### src/rtl/ddr_pkg.sv
// Shared DDR controller definitions: CAS request codes, the CAS scheduler
// state type, and the read/write turnaround window used by several blocks.
package ddr_pkg;

    localparam int unsigned TW_W = 16;

    // Bit 2 of a request code marks a write.
    typedef enum logic [2:0] {
        RD_R  = 3'b001,
        RDA_R = 3'b011,
        WR_R  = 3'b101,
        WRA_R = 3'b111
    } cas_code_e;

    typedef enum logic [1:0] {
        CAS_IDLE = 2'd0,
        CAS_WAIT = 2'd1,
        CAS_CMD  = 2'd2
    } cas_sched_fsm_type;

    function automatic logic is_write(input logic [2:0] code);
        return code[2];
    endfunction

    // Spacing needed when the bus turns around; results below 1 clamp to 1.
    function automatic logic [TW_W+1:0] turn_window(
        input logic            rd_to_wr,
        input logic            same_bg,
        input logic [TW_W-1:0] cl,
        input logic [TW_W-1:0] cwl,
        input logic [TW_W-1:0] al,
        input logic [TW_W-1:0] bl,
        input logic [TW_W-1:0] twtr_s,
        input logic [TW_W-1:0] twtr_l
    );
        logic signed [TW_W+1:0] w;
        logic        [TW_W+1:0] half_bl;
        half_bl = {3'b000, bl[TW_W-1:1]};
        if (rd_to_wr) begin
            w = $signed({2'b00, cl} - {2'b00, al} - {2'b00, cwl} + half_bl
                        + (TW_W+2)'(2));
        end else begin
            w = $signed({2'b00, cwl} + half_bl
                        + {2'b00, (same_bg ? twtr_l : twtr_s)});
        end
        if (w[TW_W+1] || (w == '0)) begin
            return (TW_W+2)'(1);
        end
        return w;
    endfunction

endpackage

### src/rtl/cas_req_fifo.sv
// In-order request FIFO; exposes head, the entry behind it and both pointers
// so the owner can keep per-slot side state alongside the entries.
module cas_req_fifo
    import ddr_pkg::*;
#(
    parameter  int unsigned DEPTH = 8,
    parameter  int unsigned W     = 5,
    localparam int unsigned AW    = $clog2(DEPTH)
) (
    input  logic          clk_i,
    input  logic          rst_ni,
    input  logic          push_i,
    input  logic          pop_i,
    input  logic [W-1:0]  wdata_i,
    output logic [W-1:0]  head_o,
    output logic [W-1:0]  next_o,
    output logic          full_o,
    output logic          empty_o,
    output logic [AW:0]   cnt_o,
    output logic [AW-1:0] rd_ptr_o,
    output logic [AW-1:0] wr_ptr_o
);

    localparam logic [AW:0] FULL_CNT = (AW+1)'(DEPTH);

    logic [W-1:0]  mem_q [DEPTH];
    logic [AW-1:0] rd_q, rd_d, wr_q, wr_d;
    logic [AW:0]   cnt_q, cnt_d;
    logic          do_push, do_pop;

    // A full FIFO still accepts a push when the head leaves in the same cycle.
    assign do_pop  = pop_i && (cnt_q != '0);
    assign do_push = push_i && ((cnt_q != FULL_CNT) || do_pop);

    always_comb begin
        rd_d  = rd_q;
        wr_d  = wr_q;
        cnt_d = cnt_q;
        if (do_pop)  rd_d = rd_q + AW'(1);
        if (do_push) wr_d = wr_q + AW'(1);
        case ({do_push, do_pop})
            2'b10:   cnt_d = cnt_q + (AW+1)'(1);
            2'b01:   cnt_d = cnt_q - (AW+1)'(1);
            default: cnt_d = cnt_q;
        endcase
    end

    always_ff @(posedge clk_i or negedge rst_ni) begin
        if (!rst_ni) begin
            rd_q  <= '0;
            wr_q  <= '0;
            cnt_q <= '0;
        end else begin
            rd_q  <= rd_d;
            wr_q  <= wr_d;
            cnt_q <= cnt_d;
        end
    end

    always_ff @(posedge clk_i) begin
        if (do_push) mem_q[wr_q] <= wdata_i;
    end

    assign head_o   = mem_q[rd_q];
    assign next_o   = mem_q[rd_q + AW'(1)];
    assign full_o   = (cnt_q == FULL_CNT);
    assign empty_o  = (cnt_q == '0);
    assign cnt_o    = cnt_q;
    assign rd_ptr_o = rd_q;
    assign wr_ptr_o = wr_q;

endmodule

### src/rtl/ctrl_cas_sched.sv
// CAS scheduler: queues requests behind their ACT, waits out tRCD per entry,
// and spaces CAS commands by the CCD window and read/write turnaround.
module ctrl_cas_sched
    import ddr_pkg::*;
#(
    parameter  int unsigned DEPTH  = 8,
    parameter  int unsigned NUM_BG = 4,
    parameter  int unsigned CNT_W  = 8,
    localparam int unsigned BG_W   = $clog2(NUM_BG)
) (
    input  logic             CK_t,
    input  logic             reset_n,
    input  logic             act_rdy,
    input  logic [2:0]       act_rw,
    input  logic [BG_W-1:0]  act_bg,
    input  logic [CNT_W-1:0] tRCD,
    input  logic [CNT_W-1:0] tCCD_S,
    input  logic [CNT_W-1:0] tCCD_L,
    input  logic [CNT_W-1:0] tWTR_S,
    input  logic [CNT_W-1:0] tWTR_L,
    input  logic [CNT_W-1:0] CL,
    input  logic [CNT_W-1:0] CWL,
    input  logic [CNT_W-1:0] AL,
    input  logic [CNT_W-1:0] BL,
    output logic             cas_rdy,
    output logic [2:0]       cas_req,
    output logic [BG_W-1:0]  cas_bg,
    output logic             cas_idle,
    output logic             q_full,
    output logic             overflow
);

    localparam int unsigned    AW      = $clog2(DEPTH);
    localparam int unsigned    EW      = 3 + BG_W;
    localparam logic [CNT_W-1:0] CNT_MAX = '1;

    function automatic logic [CNT_W-1:0] dec_sat(input logic [CNT_W-1:0] v);
        return (v == '0) ? '0 : v - CNT_W'(1);
    endfunction

    function automatic logic [CNT_W-1:0] sat_cnt(input logic [TW_W+1:0] v);
        if (v > (TW_W+2)'(CNT_MAX)) return CNT_MAX;
        return v[CNT_W-1:0];
    endfunction

    cas_sched_fsm_type state_q, state_d;

    logic [CNT_W-1:0] rcd_q [DEPTH];
    logic [CNT_W-1:0] rcd_d [DEPTH];
    logic [CNT_W-1:0] gap_q, gap_d, turn_q, turn_d;
    logic [2:0]       cas_req_q, cas_req_d;
    logic [BG_W-1:0]  cas_bg_q, cas_bg_d;
    logic             last_wr_q, last_wr_d;
    logic [BG_W-1:0]  last_bg_q, last_bg_d;
    logic             last_vld_q, last_vld_d;
    logic             pend_q, pend_d;
    logic             ovf_q, ovf_d;

    logic [EW-1:0]    head, nxt;
    logic [2:0]       head_code, nxt_code, cand_code;
    logic [BG_W-1:0]  head_bg, nxt_bg, cand_bg, ref_bg;
    logic             ref_wr, dir_chg;
    logic             full, empty, push_ok, pop, eligible, multi;
    logic [AW:0]      cnt;
    logic [AW-1:0]    rd_ptr, wr_ptr;
    logic [TW_W+1:0]  win;
    logic [CNT_W-1:0] turn_load;

    cas_req_fifo #(
        .DEPTH (DEPTH),
        .W     (EW)
    ) u_fifo (
        .clk_i    (CK_t),
        .rst_ni   (reset_n),
        .push_i   (act_rdy),
        .pop_i    (pop),
        .wdata_i  ({act_rw, act_bg}),
        .head_o   (head),
        .next_o   (nxt),
        .full_o   (full),
        .empty_o  (empty),
        .cnt_o    (cnt),
        .rd_ptr_o (rd_ptr),
        .wr_ptr_o (wr_ptr)
    );

    assign head_code = head[EW-1 -: 3];
    assign head_bg   = head[BG_W-1:0];
    assign nxt_code  = nxt[EW-1 -: 3];
    assign nxt_bg    = nxt[BG_W-1:0];
    assign multi     = (cnt != (AW+1)'(1));
    assign push_ok   = act_rdy && (!full || pop);

    // A pending turnaround check blocks issue until the late head is classified.
    assign eligible = !empty && (rcd_q[rd_ptr] == '0) && (gap_q == '0)
                      && (turn_q == '0) && !pend_q;

    always_comb begin
        for (int i = 0; i < DEPTH; i++) rcd_d[i] = dec_sat(rcd_q[i]);
        if (push_ok) rcd_d[wr_ptr] = dec_sat(tRCD);
    end

    always_comb begin
        state_d    = state_q;
        pop        = 1'b0;
        gap_d      = dec_sat(gap_q);
        turn_d     = dec_sat(turn_q);
        cas_req_d  = cas_req_q;
        cas_bg_d   = cas_bg_q;
        last_wr_d  = last_wr_q;
        last_bg_d  = last_bg_q;
        last_vld_d = last_vld_q;
        pend_d     = pend_q;
        ovf_d      = ovf_q;

        case (state_q)
            CAS_IDLE: begin
                last_vld_d = 1'b0;
                pend_d     = 1'b0;
                if (act_rdy) state_d = CAS_WAIT;
            end
            CAS_WAIT: begin
                if (eligible) begin
                    state_d = CAS_CMD;
                    pop     = 1'b1;
                end
            end
            CAS_CMD: begin
                state_d = (!empty || act_rdy) ? CAS_WAIT : CAS_IDLE;
            end
            default: state_d = CAS_IDLE;
        endcase

        if (act_rdy && full && !pop) ovf_d = 1'b1;

        // At a pop the entry behind the head is compared with the head itself;
        // otherwise a late-arriving head is compared with the last issued CAS.
        cand_code = pop ? nxt_code : head_code;
        cand_bg   = pop ? nxt_bg : head_bg;
        ref_wr    = pop ? is_write(head_code) : last_wr_q;
        ref_bg    = pop ? head_bg : last_bg_q;
        dir_chg   = (is_write(cand_code) != ref_wr);
        win       = turn_window(!ref_wr, (cand_bg == ref_bg),
                                TW_W'(CL), TW_W'(CWL), TW_W'(AL), TW_W'(BL),
                                TW_W'(tWTR_S), TW_W'(tWTR_L));
        turn_load = sat_cnt(win - (TW_W+2)'(1));

        if (pop) begin
            cas_req_d  = head_code;
            cas_bg_d   = head_bg;
            last_wr_d  = is_write(head_code);
            last_bg_d  = head_bg;
            last_vld_d = 1'b1;
            gap_d      = dec_sat((!multi || (nxt_bg == head_bg)) ? tCCD_L : tCCD_S);
            pend_d     = !multi;
            if (multi && dir_chg) turn_d = turn_load;
        end else if (pend_q && !empty && (state_q != CAS_IDLE)) begin
            pend_d = 1'b0;
            if (last_vld_q && dir_chg) turn_d = turn_load;
        end
    end

    always_ff @(posedge CK_t or negedge reset_n) begin
        if (!reset_n) begin
            state_q    <= CAS_IDLE;
            gap_q      <= '0;
            turn_q     <= '0;
            cas_req_q  <= '0;
            cas_bg_q   <= '0;
            last_wr_q  <= 1'b0;
            last_bg_q  <= '0;
            last_vld_q <= 1'b0;
            pend_q     <= 1'b0;
            ovf_q      <= 1'b0;
            for (int i = 0; i < DEPTH; i++) rcd_q[i] <= '0;
        end else begin
            state_q    <= state_d;
            gap_q      <= gap_d;
            turn_q     <= turn_d;
            cas_req_q  <= cas_req_d;
            cas_bg_q   <= cas_bg_d;
            last_wr_q  <= last_wr_d;
            last_bg_q  <= last_bg_d;
            last_vld_q <= last_vld_d;
            pend_q     <= pend_d;
            ovf_q      <= ovf_d;
            for (int i = 0; i < DEPTH; i++) rcd_q[i] <= rcd_d[i];
        end
    end

    assign cas_rdy  = (state_q == CAS_CMD);
    assign cas_req  = cas_req_q;
    assign cas_bg   = cas_bg_q;
    assign cas_idle = (state_q == CAS_IDLE) && empty;
    assign q_full   = full;
    assign overflow = ovf_q;

endmodule

### config.mk
export PLATFORM = sky130hd
export DESIGN_NAME = ctrl_cas_sched
export DESIGN_NICKNAME = d
export VERILOG_FILES = /design/src/rtl/ddr_pkg.sv /design/src/rtl/cas_req_fifo.sv /design/src/rtl/ctrl_cas_sched.sv
export SDC_FILE = /design/constraint.sdc
export NUM_CORES = 1
export LEC_CHECK = 0
export ABC_AREA = 1
export CAP_MARGIN = 40
export CELL_PAD_IN_SITES_DETAIL_PLACEMENT = 1
export CELL_PAD_IN_SITES_GLOBAL_PLACEMENT = 1
export CORE_MARGIN = 1.5
export CORE_UTILIZATION = 50
export DETAILED_ROUTE_END_ITERATION = 8
export DONT_BUFFER_PORTS = 1
export GPL_ROUTABILITY_DRIVEN = 1
export PLACE_DENSITY = 0.9
export SETUP_SLACK_MARGIN = 0.02
export SLEW_MARGIN = 20
export SYNTH_ARGS = -nofsm -noshare
export SYNTH_HDL_FRONTEND = slang
export SYNTH_HIERARCHICAL = 1
export SYNTH_SLANG_ARGS = --single-unit
### constraint.sdc
create_clock -name CK_t -period 11.35 [get_ports CK_t]
set_input_delay 1.7025 -clock CK_t [delete_from_list [all_inputs] [get_ports CK_t]]
set_output_delay 1.7025 -clock CK_t [all_outputs]
set_load 0.005 [all_outputs]
==> results.py, run 1 <==
metrics = {
    "outcome": {
        "run_status": "complete, no violations",
    },
    "worst_setup_path": {
        "cp.arrival_ns": 7.93,
        "r2r_start": "u_fifo/rd_ptr_o[0]",
        "r2r_slack_ns": 3.74,
        "r2r_end": "turn_q[3]",
        "critical_path_buf_inv_count": 5,
        "critPathKind": "flop to flop",
        "critPathTopFamily": "simple AND/OR/NAND/NOR gates",
        "max_stage_delay_ns": 0.51,
        "crit_slowest_cell": "nand3_1",
        "worst_ep_required_time_ns": 11.68,
        "path_max_fanout": 37,
        "cp-start-kind": "flop",
        "critPathLaunch": "u_fifo/rd_ptr_o[0]",
        "rr_worst_depth": 40,
        "cp_common_cell": "nand2_1",
        "endpoint_kind": "flop",
    },
    "synthesis": {
        "syn_area_per_cell_um2": 7.72,
        "synth_nets": 1523,
        "synth_warnings": 6,
        "synth.cell_area_mm2": 0.0106,
        "syn_inst": 1371,
    },
    "min_path": {
        "hp-start": "overflow",
        "hold_class": "flop to flop",
        "hold_end": "overflow",
        "hold_depth": 1,
    },
    "clock_tree": {
        "clockBufferDepth": 2,
        "cts_hold_buf": 0,
        "cts_made_buffers": 17,
        "cts-root-buf": "clkbuf_16",
        "cts_setup_buffers": 0,
        "path_clk_slew_ns": 0.07,
        "post_cts_resized": 0,
        "h-tree-depth": 4,
        "clk_latency_ns": 0.43,
        "cts_sinks": 143,
        "cts_tree": "yes",
    },
    "sta": {
        "layout_setup_ws_ns": 3.74,
        "finalCriticalPeriod_ns": 7.61,
        "fin_setup_tns_ns": 0,
        "max_slew_margin_pct": 42.1,
        "setup_viol": 0,
        "rsz0062_at_grt": "false",
        "fin_crit_sh_pct": 67.0,
        "final_max_slew_viol_count": 0,
        "hold_violations": 0,
        "worst_pin_slew_ns": 0.861,
        "fin_worst_skew_ns": 0.0105,
        "fmax_mhz": 131,
    },
    "grt": {
        "grt_usage_pct": 28.6,
        "grt_max_degree": 104,
        "grt_pass1_wl_mm": 50.1,
        "grt_pass1_vias": 10347,
        "grt_antenna_before_repair": 0,
        "overflow": 0,
    },
    "detailed_routing": {
        "dr.pass1.iters": 5,
        "vias": 9338,
        "drt_iter0_drc": 389,
        "drtAntennaViolNets": 0,
        "vias_per_cell": 5.62,
        "drc": 0,
        "wirelength_mm": 30.5,
        "drt-wirelength-per-cell_um": 18.4,
    },
    "place": {
        "routabilityCongestion": 0.842,
        "io_buffers": 0,
        "hpwl_mm": 21.9,
        "placed_area_mm2": 0.0109,
        "dpl_worst_slack_ns": 3.97,
    },
    "job": {
        "cap_violations": 0,
    },
    "final_layout": {
        "drive_gt1_share_pct": 8.66,
        "final_area_mm2": 0.0115,
        "areaGrowthSynthToFinish_pct": 8.68,
        "finalNetCount": 1525,
        "antenna_cells": 0,
    },
    "power": {
        "ir_worst_vdd_mv": 0.100,
        "p_leak_nw": 5.49,
        "power_density_mw_per_mm2": 228,
    },
    "floorplanning": {
        "std_cell_rows": 53,
        "die_width_um": 148,
        "die_height_um": 148,
        "io_pins": 89,
        "initial_core_util_pct": 50.7,
        "die_area_mm2": 0.0220,
        "core_area_mm2": 0.0209,
    },
}
## stage by stage
step	utilization [%]	cells	total power [mW]	hold slack, ns
6_report	55.1	1661	2.62	0.499
5_1_grt	55.1	1661	2.82	0.526
3_5_place_dp	52.2	1627	2.04	0.487
4_1_cts	55.0	1659	2.61	0.508
2_1_floorplan	-	1371	1.73	0.446
3_3_place_gp	52.0	1622	1.93	0.462
## where the power goes
| group | leakage, nW | switching (mW) | total [mW] | internal (mW) |
|---|---|---|---|---|
| Clock | 0.275 | 0.258 | 0.549 | 0.291 |
| Sequential | 1.61 | 0.136 | 0.825 | 0.690 |
| Combinational | 3.60 | 0.785 | 1.25 | 0.461 |
## cells in the final DEF, fill, tap and decap left out, types with 9 or more instances in the layout
cell,instances
nand2_1,287
o21ai_1,24
clkbuf_16,17
o21ai_0,101
fa_1,18
ha_1,54
a21oi_1,53
xnor2_1,18
dfrtp_1,103
inv_1,202
nor3_1,23
xor2_1,40
edfxtp_1,40
nand4_1,14
mux2i_1,39
nand3_1,90
nor2_1,120
nor2_2,12
buf_4,12
or2_2,9
## sequential cells by signal, indices dropped and copies added, names as in the netlist
| register | flops |
|---|---|
| rcd_q | 64 |
| u_fifo/mem_q | 40 |
| gap_q | 8 |
| turn_q | 8 |
| u_fifo/cnt_o | 4 |
| cas_req | 3 |
| u_fifo/rd_ptr_o | 3 |
| u_fifo/wr_ptr_o | 3 |
| cas_bg | 2 |
| last_bg_q | 2 |
| state_q | 2 |
| last_vld_q | 1 |
| last_wr_q | 1 |
| overflow | 1 |
| pend_q | 1 |
## worst max-delay path by stage
stage	cells past startpoint	end	slack (ns)
after floorplan	35	turn_q[0]	5.06
after global placement	40	turn_q[0]	4.30
after global routing	41	turn_q[3]	3.06
after detailed placement	40	turn_q[0]	3.97
after CTS	42	turn_q[3]	3.74
final	40	turn_q[3]	3.74
## final cells by class
type | count | area (um^2)
Fill cell | 2609 | 9390
Multi-Input combinational cell | 987 | 5900
Sequential cell | 143 | 3780
Inverter | 210 | 788
Clock buffer | 17 | 425
Tap cell | 275 | 344
Clock inverter | 15 | 146
Timing Repair Buffer | 14 | 120
## per-layer routing
layer / global-route usage [%] / vias up / part of all wire, %
li1: - / 4469 / -
met1: 33.9 / 4628 / 42
met2: 52.9 / 184 / 53
met3: 4.02 / 57 / 3.3
met4: 9.85 / 0 / 2.3
met5: 0 / - / 0
Note: power is estimated with default switching activity, not from simulation.
==> inputs of run 2 (changes only) <==
- ABC_AREA: 1 -> 0
- PLACE_DENSITY: 0.9 -> 0.86
- clock period: 11.35 -> 7.5 ns (I/O delays scaled with it)
==> run 2 against run 1 <==
Core utilization grew 2.7 points. Total power rose by 48%. Sequential share of layout area grew 0.42 points. Largest power group unchanged. Highest routed layer unchanged.
==> results.py, run 2 <==
metrics = {
    "sta": {
        "fmax_mhz": 135,
        "finalCriticalPeriod_ns": 7.41,
        "max_slew_margin_pct": 49.4,
        "fin_crit_sh_pct": 98.7,
        "worst_pin_slew_ns": 0.753,
        "fin_worst_skew_ns": 0.0194,
        "hold_violations": 0,
        "final_max_slew_viol_count": 0,
        "setup_viol": 0,
    },
    "grt": {
        "grt_antenna_before_repair": 0,
        "grt_usage_pct": 27.5,
        "grt_pass1_wl_mm": 46.1,
        "grt_max_degree": 104,
        "overflow": 0,
        "grt_pass1_vias": 8986,
    },
    "floorplanning": {
        "initial_core_util_pct": 51.4,
        "io_pins": 89,
        "die_height_um": 145,
        "std_cell_rows": 51,
        "core_area_mm2": 0.0197,
        "die_area_mm2": 0.0211,
        "die_width_um": 145,
    },
    "final_layout": {
        "most-common-layout-cells": "136 x nand2_1, 103 x dfrtp_1, 77 x inv_1, 64 x nor2_1, 52 x ha_1",
        "drive_gt1_share_pct": 14.6,
        "fillers": 2198,
        "antenna_cells": 0,
        "finalNetCount": 1225,
        "fin_cells": 1351,
        "top_regs": "rcd_q (64), u_fifo/mem_q (40)",
        "largest_register_ff_count": 64,
        "layout_commonest_cell": "nand2_1",
        "areaGrowthSynthToFinish_pct": 12.4,
        "largest-register": "rcd_q",
    },
    "outcome": {
        "run_status": "complete, no violations",
    },
    "worst_setup_path": {
        "endpoint_kind": "flop",
        "cp-start-kind": "flop",
        "worst_ep_required_time_ns": 7.80,
        "critPathKind": "flop to flop",
        "path_max_fanout": 5,
        "cp.arrival_ns": 7.70,
    },
    "detailed_routing": {
        "drtAntennaViolNets": 0,
        "vias": 8385,
        "wirelength_mm": 29.2,
        "dr.pass1.iters": 4,
        "drt-wirelength-per-cell_um": 21.6,
        "vias_per_cell": 6.21,
        "drt_iter0_drc": 443,
        "drc": 0,
    },
    "synthesis": {
        "synth_warnings": 6,
        "syn_area_per_cell_um2": 9.72,
        "syn_inst": 1039,
        "synth.cell_area_mm2": 0.0101,
        "synth_nets": 1191,
    },
    "clock_tree": {
        "cts_made_buffers": 17,
        "clockBufferDepth": 2,
        "cts_tree": "yes",
        "clk_latency_ns": 0.45,
        "cts_sinks": 143,
        "cts_hold_buf": 0,
        "path_clk_slew_ns": 0.07,
        "cts-root-buf": "clkbuf_16",
        "h-tree-depth": 4,
    },
    "power": {
        "finalPower_mw": 3.89,
        "ir_worst_vdd_mv": 0.189,
        "power_density_mw_per_mm2": 343,
        "p_leak_nw": 4.60,
    },
    "place": {
        "routabilityCongestion": 0.800,
        "io_buffers": 0,
        "dp_cells": 1312,
        "hpwl_mm": 20.4,
    },
    "job": {
        "cap_violations": 0,
    },
    "min_path": {
        "hold_class": "input pin to async pin",
    },
}
## run 2: through the flow
stage / setup TNS, ns / setup WS, ns / hold slack, ns / area, um^2 / util [%]
finish: 0 / 0.0944 / 0.384 / 11400 / 57.8
global route: -0.145 / -0.145 / 0.366 / 11400 / 57.8
CTS: 0 / 0.0925 / 0.364 / 11200 / 56.9
detailed placement: -0.0643 / -0.0643 / 0.467 / 10600 / 53.7
global placement: 0 / 0.197 / 0.453 / 10400 / 53.1
floorplan: 0 / 0.198 / 0.438 / 10100 / -
## run 2: worst max-delay path, stage by stage (launching register included)
cell       delay [ns]
dfrtp_1          0.42
nor4_2           0.42
a2111oi_0        0.23
or4_1            0.63
or4_4            0.63
mux2i_4          0.23
xnor2_2          0.27
nand2b_4         0.12
mux2i_1          0.14
fa_1             0.49
inv_1            0.04
ha_1             0.22
fa_2             0.38
a21oi_2          0.19
a2bb2oi_2        0.18
nand2b_1         0.08
a21oi_1          0.17
xnor2_1          0.16
mux2i_2          0.11
and4_2           0.28
nor3_4           0.16
ha_2             0.21
inv_1            0.08
or4b_2           0.63
o2111ai_1        0.09
nor4_1           0.09
a2111oi_0        0.46
o21ai_1          0.13
## run 2: per-layer routing
layer / wire (um) / global-route usage, % / vias up
met1: 11700 / 33.0 / 4280
met2: 15500 / 49.3 / 201
li1: - / - / 3837
met3: 1220 / 4.34 / 67
met4: 804 / 11.0 / 0
met5: 0 / 0 / -
## run 2: cell type report
type / instances / area [um^2] / area share, %
multi-input cells: 789 / 6010 / 52.9
flip-flops and latches: 143 / 3780 / 33.3
clock buffers: 17 / 425 / 3.75
well taps: 265 / 332 / 2.92
repair buffers: 43 / 317 / 2.79
inverters: 79 / 297 / 2.61
clock inverters: 15 / 196 / 1.73
## run 2: what timing repair did
item	CTS	global route
setup endpoints to repair	1	2
setup buffers	0	2
pin swaps	0	4
gates resized for setup	4	22
## run 2: power breakdown
part	switching [mW]	total, mW	leakage [nW]	internal [mW]
sequential	0.296	1.35	1.59	1.05
combinational	0.922	1.68	2.70	0.753
clock	0.410	0.867	0.302	0.457
## run 2: final timing paths
path,to,slack (ns),startpoint,depth (start not counted)
hold / removal,turn_q[0],0.38,reset_n,0
setup reg to reg,turn_q[4],0.09,rcd_q[56],27
min in group CK_t,overflow,0.51,overflow,1
setup / recovery,turn_q[4],0.09,rcd_q[56],27
max in group asynchronous,rcd_q[63],6.94,reset_n,0
hold reg to reg,overflow,0.51,overflow,1
==> inputs of run 3 (changes only) <==
- CORE_ASPECT_RATIO: default -> 1.2
- CTS_CLUSTER_SIZE: default -> 30
==> run 3 against run 2 <==
Wire length shrank 2.4%. Critical path depth up 3. Final area decreased by 0.20%. Fmax is 3.2% higher. Sequential power about the same. Critical endpoint unchanged. Largest cell class unchanged. Largest power group unchanged.
==> results.py, run 3 (synthesis gave the netlist of run 2 again) <==
metrics = {
    "final_layout": {
        "largest_register_ff_count": 64,
        "areaGrowthSynthToFinish_pct": 12.2,
        "drive_gt1_share_pct": 15.1,
        "largest-register": "rcd_q",
        "post-route-util_pct": 57.6,
        "antenna_cells": 0,
        "most-common-layout-cells": "136 x nand2_1, 103 x dfrtp_1, 77 x inv_1, 63 x nor2_1, 48 x ha_1",
        "layout_commonest_cell": "nand2_1",
        "fin_cells": 1351,
        "fillers": 2202,
        "finalNetCount": 1229,
        "top_regs": "rcd_q (64), u_fifo/mem_q (40)",
    },
    "sta": {
        "fin_worst_skew_ns": 0.00777,
        "fmax_mhz": 139,
        "hold_violations": 0,
        "setup_viol": 0,
        "final_max_slew_viol_count": 0,
        "max_slew_margin_pct": 41.3,
        "worst_pin_slew_ns": 0.877,
        "finalCriticalPeriod_ns": 7.18,
        "fin_crit_sh_pct": 95.7,
    },
    "grt": {
        "grt_antenna_before_repair": 0,
        "overflow": 0,
        "grt_pass1_vias": 9085,
        "grt_usage_pct": 27.5,
        "grt_max_degree": 104,
        "grt_pass1_wl_mm": 45.9,
    },
    "floorplanning": {
        "die_width_um": 133,
        "die_area_mm2": 0.0211,
        "io_pins": 89,
        "initial_core_util_pct": 51.3,
        "core_area_mm2": 0.0197,
        "die_height_um": 159,
        "std_cell_rows": 56,
    },
    "worst_setup_path": {
        "crit_slowest_cell": "or4b_2",
        "path_max_fanout": 5,
        "max_stage_delay_ns": 0.64,
        "cp-start-kind": "flop",
        "worst_ep_required_time_ns": 7.80,
        "endpoint_kind": "flop",
        "critPathKind": "flop to flop",
        "cp.arrival_ns": 7.48,
    },
    "power": {
        "power_density_mw_per_mm2": 343,
        "ir_worst_vdd_mv": 0.203,
        "p_leak_nw": 4.57,
    },
    "detailed_routing": {
        "drtAntennaViolNets": 0,
        "drt-wirelength-per-cell_um": 21.1,
        "drc": 0,
        "dr.pass1.iters": 4,
        "wirelength_mm": 28.5,
        "drt_iter0_drc": 493,
        "vias": 8237,
        "vias_per_cell": 6.10,
    },
    "job": {
        "cap_violations": 0,
    },
    "clock_tree": {
        "cts_sinks": 143,
        "clockBufferDepth": 2,
        "cts_made_buffers": 17,
        "cts_tree": "yes",
        "path_clk_slew_ns": 0.06,
        "cts_hold_buf": 0,
        "cts-root-buf": "clkbuf_16",
        "h-tree-depth": 4,
        "clk_latency_ns": 0.43,
    },
    "place": {
        "dp_cells": 1308,
        "hpwl_mm": 20.1,
        "io_buffers": 0,
        "routabilityCongestion": 0.840,
    },
    "outcome": {
        "run_status": "complete, no violations",
    },
    "min_path": {
        "hold_class": "input pin to async pin",
    },
}
==> run 3: routing by layer <==
| metal | GRT usage [%] | wire length (um) | vias to the layer above |
|---|---|---|---|
| met4 | 10.4 | 867 | 0 |
| met2 | 50.9 | 15300 | 176 |
| met1 | 31.4 | 11500 | 4165 |
| met5 | 0 | 0 | - |
| met3 | 4.57 | 865 | 61 |
| li1 | - | - | 3835 |
==> run 3: timing repair <==
| action | in CTS | in global routing |
|---|---|---|
| setup endpoints to repair | 2 | 2 |
| setup buffers | 0 | 8 |
| hold endpoints to repair | 0 | 0 |
| pin swaps | 0 | 11 |
| gates resized for setup | 3 | 21 |
==> run 3: layout make-up <==
type | instances | area [um^2] | area share, %
repair buffers | 47 | 355 | 3.14
multi-input cells | 789 | 5990 | 52.9
inverters | 79 | 297 | 2.62
flip-flops and latches | 143 | 3780 | 33.3
clock buffers | 18 | 429 | 3.79
clock inverters | 14 | 156 | 1.38
well taps | 261 | 327 | 2.88
==> run 3: worst paths after layout <==
kind,from,to,slack [ns],cells past startpoint
worst max-delay path,turn_q[0],turn_q[4],0.32,30
worst min-delay path,reset_n,gap_q[5],0.39,0
worst max register to register,turn_q[0],turn_q[4],0.32,30
worst min register to register,last_bg_q[0],last_bg_q[0],0.49,2
max in group asynchronous,reset_n,u_fifo/cnt_o[3],6.94,0
min in group CK_t,last_bg_q[0],last_bg_q[0],0.49,2
==> run 3: through the flow <==
step / cell area, um^2 / power [mW] / TNS, ns / setup slack, ns / hold WS [ns]
detailed placement: 10500 / 2.94 / -0.282 / -0.279 / 0.478
floorplan: 10100 / 2.50 / 0 / 0.198 / 0.438
CTS: 11100 / 3.85 / 0 / 0.0333 / 0.374
global route: 11300 / 4.14 / -0.0213 / -0.0213 / 0.368
finish: 11300 / 3.89 / 0 / 0.323 / 0.389
global placement: 10500 / 2.82 / 0 / 0.118 / 0.455
==> run 3: worst max-delay path, delay by kind of cell, from the launching register on <==
kind                       cells  cell delay, ns
muxes                          3            0.60
AOI/OAI and AO/OA              6            1.09
buffers and inverters          4            0.36
and+or+nand+nor               10            3.08
DFF                            1            0.39
xor gates and xnor gates       2            0.34
adders and majority gates      5            1.17
==> run 3: where the power goes <==
group          switching (mW)  internal, mW  leakage (nW)  total (mW)
Combinational           0.933         0.761          2.70        1.69
Sequential              0.282          1.05          1.59        1.34
Clock                   0.360         0.495         0.274       0.855
